$ cat config.mk
export PLATFORM = sky130hd
export DESIGN_NAME = core_ctrl_fsm
export DESIGN_NICKNAME = d
export VERILOG_FILES = /design/src/rtl/core_ctrl_fsm.sv
export SDC_FILE = /design/constraint.sdc
export NUM_CORES = 1
export LEC_CHECK = 0
export CAP_MARGIN = 20
export CORE_MARGIN = 2
export CORE_UTILIZATION = 45
export CTS_CLUSTER_SIZE = 40
export DETAILED_ROUTE_END_ITERATION = 8
export PLACE_DENSITY = 0.77
export SYNTH_ARGS = -nofsm -noshare
export SYNTH_HDL_FRONTEND = slang
export SYNTH_SLANG_ARGS = --single-unit
$ cat constraint.sdc
create_clock -name clk -period 2 [get_ports clk]
set_input_delay 0.3 -clock clk [delete_from_list [all_inputs] [get_ports clk]]
set_output_delay 0.3 -clock clk [all_outputs]
set_load 0.02 [all_outputs]
$ cat src/rtl/core_ctrl_fsm.sv
// Multi-cycle FETCH/DECODE/EXEC/MEM/WB sequencer for the RV32I core.
// Strobes are combinational; halt/trap status and the retired-instruction counter are registered.
`timescale 1ns/1ps
module core_ctrl_fsm #(
    parameter int         MEM_TIMEOUT = 16,
    parameter logic [5:0] ILLEGAL_ID  = 6'd63
) (
    input  logic        clk,
    input  logic        rst_n,
    input  logic        run,
    input  logic [6:0]  opcode,
    input  logic [2:0]  func3,
    input  logic [4:0]  rd,
    input  logic [5:0]  instr_id,
    input  logic        branch_taken,
    input  logic        imem_ready,
    input  logic        dmem_ready,
    output logic        imem_req,
    output logic        ir_we,
    output logic        alu_en,
    output logic        dmem_req,
    output logic        dmem_we,
    output logic        reg_we,
    output logic        pc_we,
    output logic [1:0]  pc_sel,
    output logic        halted,
    output logic        trap,
    output logic [1:0]  trap_cause,
    output logic [31:0] instret,
    output logic [2:0]  state
);

    typedef enum logic [2:0] {
        S_FETCH  = 3'd0,
        S_DECODE = 3'd1,
        S_EXEC   = 3'd2,
        S_MEM    = 3'd3,
        S_WB     = 3'd4,
        S_HALT   = 3'd5,
        S_TRAP   = 3'd6
    } state_t;

    localparam logic [6:0] OP_LOAD   = 7'b0000011;
    localparam logic [6:0] OP_STORE  = 7'b0100011;
    localparam logic [6:0] OP_BRANCH = 7'b1100011;
    localparam logic [6:0] OP_JAL    = 7'b1101111;
    localparam logic [6:0] OP_JALR   = 7'b1100111;
    localparam logic [6:0] OP_REG    = 7'b0110011;
    localparam logic [6:0] OP_IMM    = 7'b0010011;
    localparam logic [6:0] OP_LUI    = 7'b0110111;
    localparam logic [6:0] OP_AUIPC  = 7'b0010111;
    localparam logic [6:0] OP_SYSTEM = 7'b1110011;

    localparam logic [7:0] TMO_LAST = 8'(MEM_TIMEOUT - 1);

    state_t     cur_state;
    logic [7:0] tmo_cnt;

    logic is_load, is_store, is_branch, is_jal, is_jalr, is_system, is_legal_op, is_illegal, tmo_hit;
    logic [1:0] jump_sel;

    assign is_load     = (opcode == OP_LOAD);
    assign is_store    = (opcode == OP_STORE);
    assign is_branch   = (opcode == OP_BRANCH);
    assign is_jal      = (opcode == OP_JAL);
    assign is_jalr     = (opcode == OP_JALR);
    assign is_system   = (opcode == OP_SYSTEM);
    assign is_legal_op = is_load || is_store || is_branch || is_jal || is_jalr || is_system ||
                         (opcode == OP_REG) || (opcode == OP_IMM) ||
                         (opcode == OP_LUI) || (opcode == OP_AUIPC);
    assign is_illegal  = (instr_id == ILLEGAL_ID) || !is_legal_op;
    assign jump_sel    = is_jal ? 2'd1 : (is_jalr ? 2'd2 : 2'd0);
    assign tmo_hit     = (tmo_cnt == TMO_LAST);
    assign state       = cur_state;

    // NOTE: every output gets a default first so no path through the case infers a latch.
    always_comb begin
        imem_req = 1'b0;
        ir_we    = 1'b0;
        alu_en   = 1'b0;
        dmem_req = 1'b0;
        dmem_we  = 1'b0;
        reg_we   = 1'b0;
        pc_we    = 1'b0;
        pc_sel   = 2'd0;
        // Gating with rst_n keeps every strobe low for the whole reset pulse, including imem_req.
        if (rst_n) begin
            case (cur_state)
                S_FETCH: begin
                    imem_req = run;
                    ir_we    = run && imem_ready;
                end
                S_EXEC: begin
                    alu_en = 1'b1;
                    pc_sel = (is_branch && branch_taken) ? 2'd1 : jump_sel;
                    pc_we  = is_branch && !is_illegal;
                end
                S_MEM: begin
                    dmem_req = 1'b1;
                    dmem_we  = is_store;
                    pc_we    = is_store && dmem_ready;
                end
                S_WB: begin
                    reg_we = (rd != 5'd0);
                    pc_we  = 1'b1;
                    pc_sel = jump_sel;
                end
                default: ;
            endcase
        end
    end

    // NOTE: sequential state uses non-blocking assignments so every register samples pre-edge values.
    always_ff @(posedge clk or negedge rst_n) begin
        if (!rst_n) begin
            cur_state  <= S_FETCH;
            tmo_cnt    <= 8'd0;
            instret    <= 32'd0;
            trap_cause <= 2'd0;
            halted     <= 1'b0;
            trap       <= 1'b0;
        end else begin
            case (cur_state)
                S_FETCH: begin
                    if (!run || imem_ready) begin
                        tmo_cnt <= 8'd0;
                        if (run) cur_state <= S_DECODE;
                    end else if (tmo_hit) begin
                        cur_state  <= S_TRAP;
                        trap       <= 1'b1;
                        trap_cause <= 2'd3;
                    end else begin
                        tmo_cnt <= tmo_cnt + 8'd1;
                    end
                end
                S_DECODE: cur_state <= S_EXEC;
                S_EXEC: begin
                    tmo_cnt <= 8'd0;
                    if (is_illegal) begin
                        cur_state  <= S_TRAP;
                        trap       <= 1'b1;
                        trap_cause <= 2'd1;
                    end else if (is_load || is_store) begin
                        cur_state <= S_MEM;
                    end else if (is_branch) begin
                        instret   <= instret + 32'd1;
                        cur_state <= S_FETCH;
                    end else if (is_system && func3 == 3'd0) begin
                        instret   <= instret + 32'd1;
                        halted    <= 1'b1;
                        cur_state <= S_HALT;
                    end else begin
                        cur_state <= S_WB;
                    end
                end
                S_MEM: begin
                    if (dmem_ready) begin
                        tmo_cnt <= 8'd0;
                        if (is_store) begin
                            instret   <= instret + 32'd1;
                            cur_state <= S_FETCH;
                        end else begin
                            cur_state <= S_WB;
                        end
                    end else if (tmo_hit) begin
                        cur_state  <= S_TRAP;
                        trap       <= 1'b1;
                        trap_cause <= 2'd2;
                    end else begin
                        tmo_cnt <= tmo_cnt + 8'd1;
                    end
                end
                S_WB: begin
                    instret   <= instret + 32'd1;
                    cur_state <= S_FETCH;
                end
                default: cur_state <= cur_state;
            endcase
        end
    end

endmodule

==> flow_summary_export.csv, run 1 <==
group,metric,value,unit
logic_synthesis,synthCells,302,
floorplan,initial_core_util,0.4699,
sta,holdWs,449.5,ps
pwr,p_per_area,1035,nW/µm²
detailed_routing,routed_via_density,5.917,
sta,min_period,2143,ps
place,place_ws,-687.6,ps
place,gp_congestion,0.8800,
detailed_routing,first_iter_violations,202,
logic_synthesis,netlist_area,3018,µm²
finish,final_cell_mix,"56 x buf_4, 55 x clkdlybuf4s50_1, 44 x dfrtp_1",
sta,slew_violations,0,
clocking,clock-root-buffer,"clkbuf_8",
pwr,power,5052,µW
logic_synthesis,synthArstFlopShare,1.000,
pwr,ir_drop,0.0007156,V
detailed_routing,vias,3083,
floorplan,die-height,85.89,µm
detailed_routing,drc_errors,3,
global_routing,grt_usage,0.2361,
pwr,power_frac_clock,0.113,
pwr,p_seq_frac,0.246,
critical_path,crit_fanout,2,
pwr,intPower,2895,µW
global_routing,grt_max_degree,35,
critical_path,worst-endpoint-required,1700,ps
sta,timing.fmax,466.6,MHz
sta,finalHoldViolCount,0,
clocking,clock-sinks,47,
clocking,clockBufferDepth,2,
logic_synthesis,yosysUniqueCellTypes,68,
finish,final_common_cell,"buf_4",
clocking,cts_tree,"built",
clocking,htreeDepth,2,
sta,setup_viol,12,
global_routing,antenna_found_initial,0,
clocking,path_clk_slew,90,ps
run_status,violations,"DRC, setup timing",
sta,worst_slack,-143.1,ps
clocking,cts_inserted_buffers,5,
sta,clock-skew-final,10.23,ps
sta,finalCritPeriodShare,1.072,
sta,finalSetupTns,-619.1,ps
global_routing,grt_pass1_wl,14.13,mm
logic_synthesis,synth_edf_count,0,
floorplan,die-area,7377,µm²
global_routing,grt_remaining_overflow,0,
place,io_buffers,74,
clocking,clock_latency,300,ps
logic_synthesis,synthFlopType,"dfrtp_1",
critical_path,critPathKind,"reg2out",
logic_synthesis,synth_fp_nets,331,
finish,syn_to_final_growth,61.82,%
sta,rsz0062_at_grt,"true",
sta,tightest_slew,427.5,ps
pwr,p_leak,0.002093,µW
floorplan,dieWidth,85.89,µm
sta,relSlewSlack,0.7150,
finish,diodes,0,
detailed_routing,wl_per_cell,18.76,µm
logic_synthesis,avgSynthCellArea,9.993,µm²
hold_path,hold_class,"in2reg",
logic_synthesis,synth_seq_cells,47,
floorplan,core_area,6422,µm²
job,maxCapViolations,0,
global_routing,first_global_vias,2961,
pwr,p_sw_frac,0.4269,
detailed_routing,dr.pass1.iters,6,
critical_path,crit_path_end_kind,"primary output",
detailed_routing,totalWireLength,9.775,mm
place,dp_hpwl,6.060,mm
critical_path,start_kind,"flip-flop",
finish,final_layout_size_suffix_gt1_frac,0.3514,
floorplan,rows,29,
pwr,p_comb_frac,0.642,
detailed_routing,detail-route-antenna-nets,0,
logic_synthesis,ys_seq_area_frac,0.3897,
finish,nNetsFinal,472,
pwr,switchingPower,2157,µW
run_status,run_status,"finished with violations",
logic_synthesis,yosysWarningCount,0,
critical_path,cp.arrival,1840,ps
floorplan,num_io_pins,75,
-- power by group through the flow --
stage	Clock [µW]	Combinational [µW]	Sequential, µW
after floorplan	0	1170	1390
after global placement	0	2250	1230
after detailed placement	0	2300	1240
after CTS	581	2570	1230
after global routing	623	3410	1260
final	569	3240	1240
-- synthesized netlist by cell type, types with 2 or more instances --
cell type / count / area (µm²)
dfrtp_1: 47 / 1176
xor2_1: 28 / 245.2
nand2_1: 26 / 97.59
nor2_1: 25 / 93.84
nor3_1: 17 / 85.08
nand3_1: 14 / 70.07
nand4_1: 11 / 68.82
o21ai_0: 10 / 50.05
a21oi_1: 8 / 40.04
inv_1: 7 / 26.28
nor4_4: 6 / 127.6
clkbuf_1: 4 / 15.01
nand2b_1: 4 / 25.02
nor4_2: 4 / 50.05
nor4b_1: 4 / 35.03
or3_1: 4 / 25.02
a211oi_1: 3 / 22.52
a32o_1: 3 / 30.03
and2_1: 3 / 18.77
and3_1: 3 / 18.77
buf_2: 3 / 15.01
buf_6: 3 / 33.78
nor2b_1: 3 / 18.77
nor3b_1: 3 / 22.52
nor4b_2: 3 / 45.04
xnor2_1: 3 / 26.28
a221oi_1: 2 / 17.52
a31oi_1: 2 / 12.51
buf_4: 2 / 15.01
ha_1: 2 / 25.02
nand3b_1: 2 / 15.01
nand4bb_1: 2 / 22.52
nor4bb_1: 2 / 20.02
o21a_1: 2 / 15.01
o22a_1: 2 / 17.52
o31a_1: 2 / 17.52
o31ai_4: 2 / 42.54
-- registers in the layout (all words and copies together), names as in the netlist --
name and flops:
trap_cause 2, instret 32, halted 1, state 3, tmo_cnt 8, trap 1
-- area by class of cell --
cell class,count,area (µm²)
multi-input combinational,235,2083
timing repair buffer,147,1413
fill,391,1539
tap,77,96.34
clock buffer,6,72.57
clock inverter,2,12.51
sequential,47,1180
inverter,7,26.28
-- metrics by stage --
stage,std cells,cell area [µm²],util
2_1_floorplan,302,3063,-
3_3_place_gp,495,4248,0.6614
3_5_place_dp,495,4248,0.6614
4_1_cts,512,4502,0.7010
5_1_grt,521,4883,0.7604
6_report,521,4883,0.7604
-- final timing paths --
kind                                     to  slack [ps]     start  depth (start not counted)
worst max register to register  instret[26]        -100  state[1]                          8
max in group asynchronous        instret[8]         880     rst_n                          4
worst max-delay path                  pc_we        -140  state[2]                          5
worst min-delay path                 halted         450  func3[2]                          3
min in group asynchronous          state[1]         510     rst_n                          3
worst min register to register         trap         470      trap                          1
-- critical path: stages (launching register included) --
cell and delay [ps]:
dfrtp_2 420, nand2b_4 150, or4_4 490, nor3b_2 210
o21a_2 160, buf_6 110
-- per-layer routing --
metal	wire length (µm)	up-vias	part of all wire	track usage
li1	-	1411	-	-
met2	5007	97	0.51	0.3911
met5	0	-	0	0
met4	173	0	0.018	0.07071
met1	4164	1551	0.43	0.3220
met3	430	24	0.044	0.03272
-- cells by family after synthesis --
family                   synth area share
multiplexers                      0.01078
flip-flops                         0.3897
AO/OA/AOI/OAI                      0.1385
XOR/XNOR                          0.08997
AND/OR/NAND/NOR                    0.3230
adder cells (fa/ha/maj)          0.008291
buffers and inverters             0.03980
-- what timing repair did --
item,in CTS,in global routing
gates cloned,1,4
buffers inserted,7,6
pin swaps,13,36
endpoints found under the setup margin,37,39
hold endpoints to repair,13,0
hold buffers,1,0
gates resized for setup,68,52
Note: power is estimated with default switching activity, not from simulation.
==> inputs of run 2 (changes only) <==
--- a/config.mk
+++ b/config.mk
@@ -11,6 +11,7 @@
 export CTS_CLUSTER_SIZE = 40
 export DETAILED_ROUTE_END_ITERATION = 8
 export PLACE_DENSITY = 0.77
+export SLEW_MARGIN = 15
 export SYNTH_ARGS = -nofsm -noshare
 export SYNTH_HDL_FRONTEND = slang
 export SYNTH_SLANG_ARGS = --single-unit
==> results of run 2 <==
Final layout, timing and power as in run 1 (identical DEF).
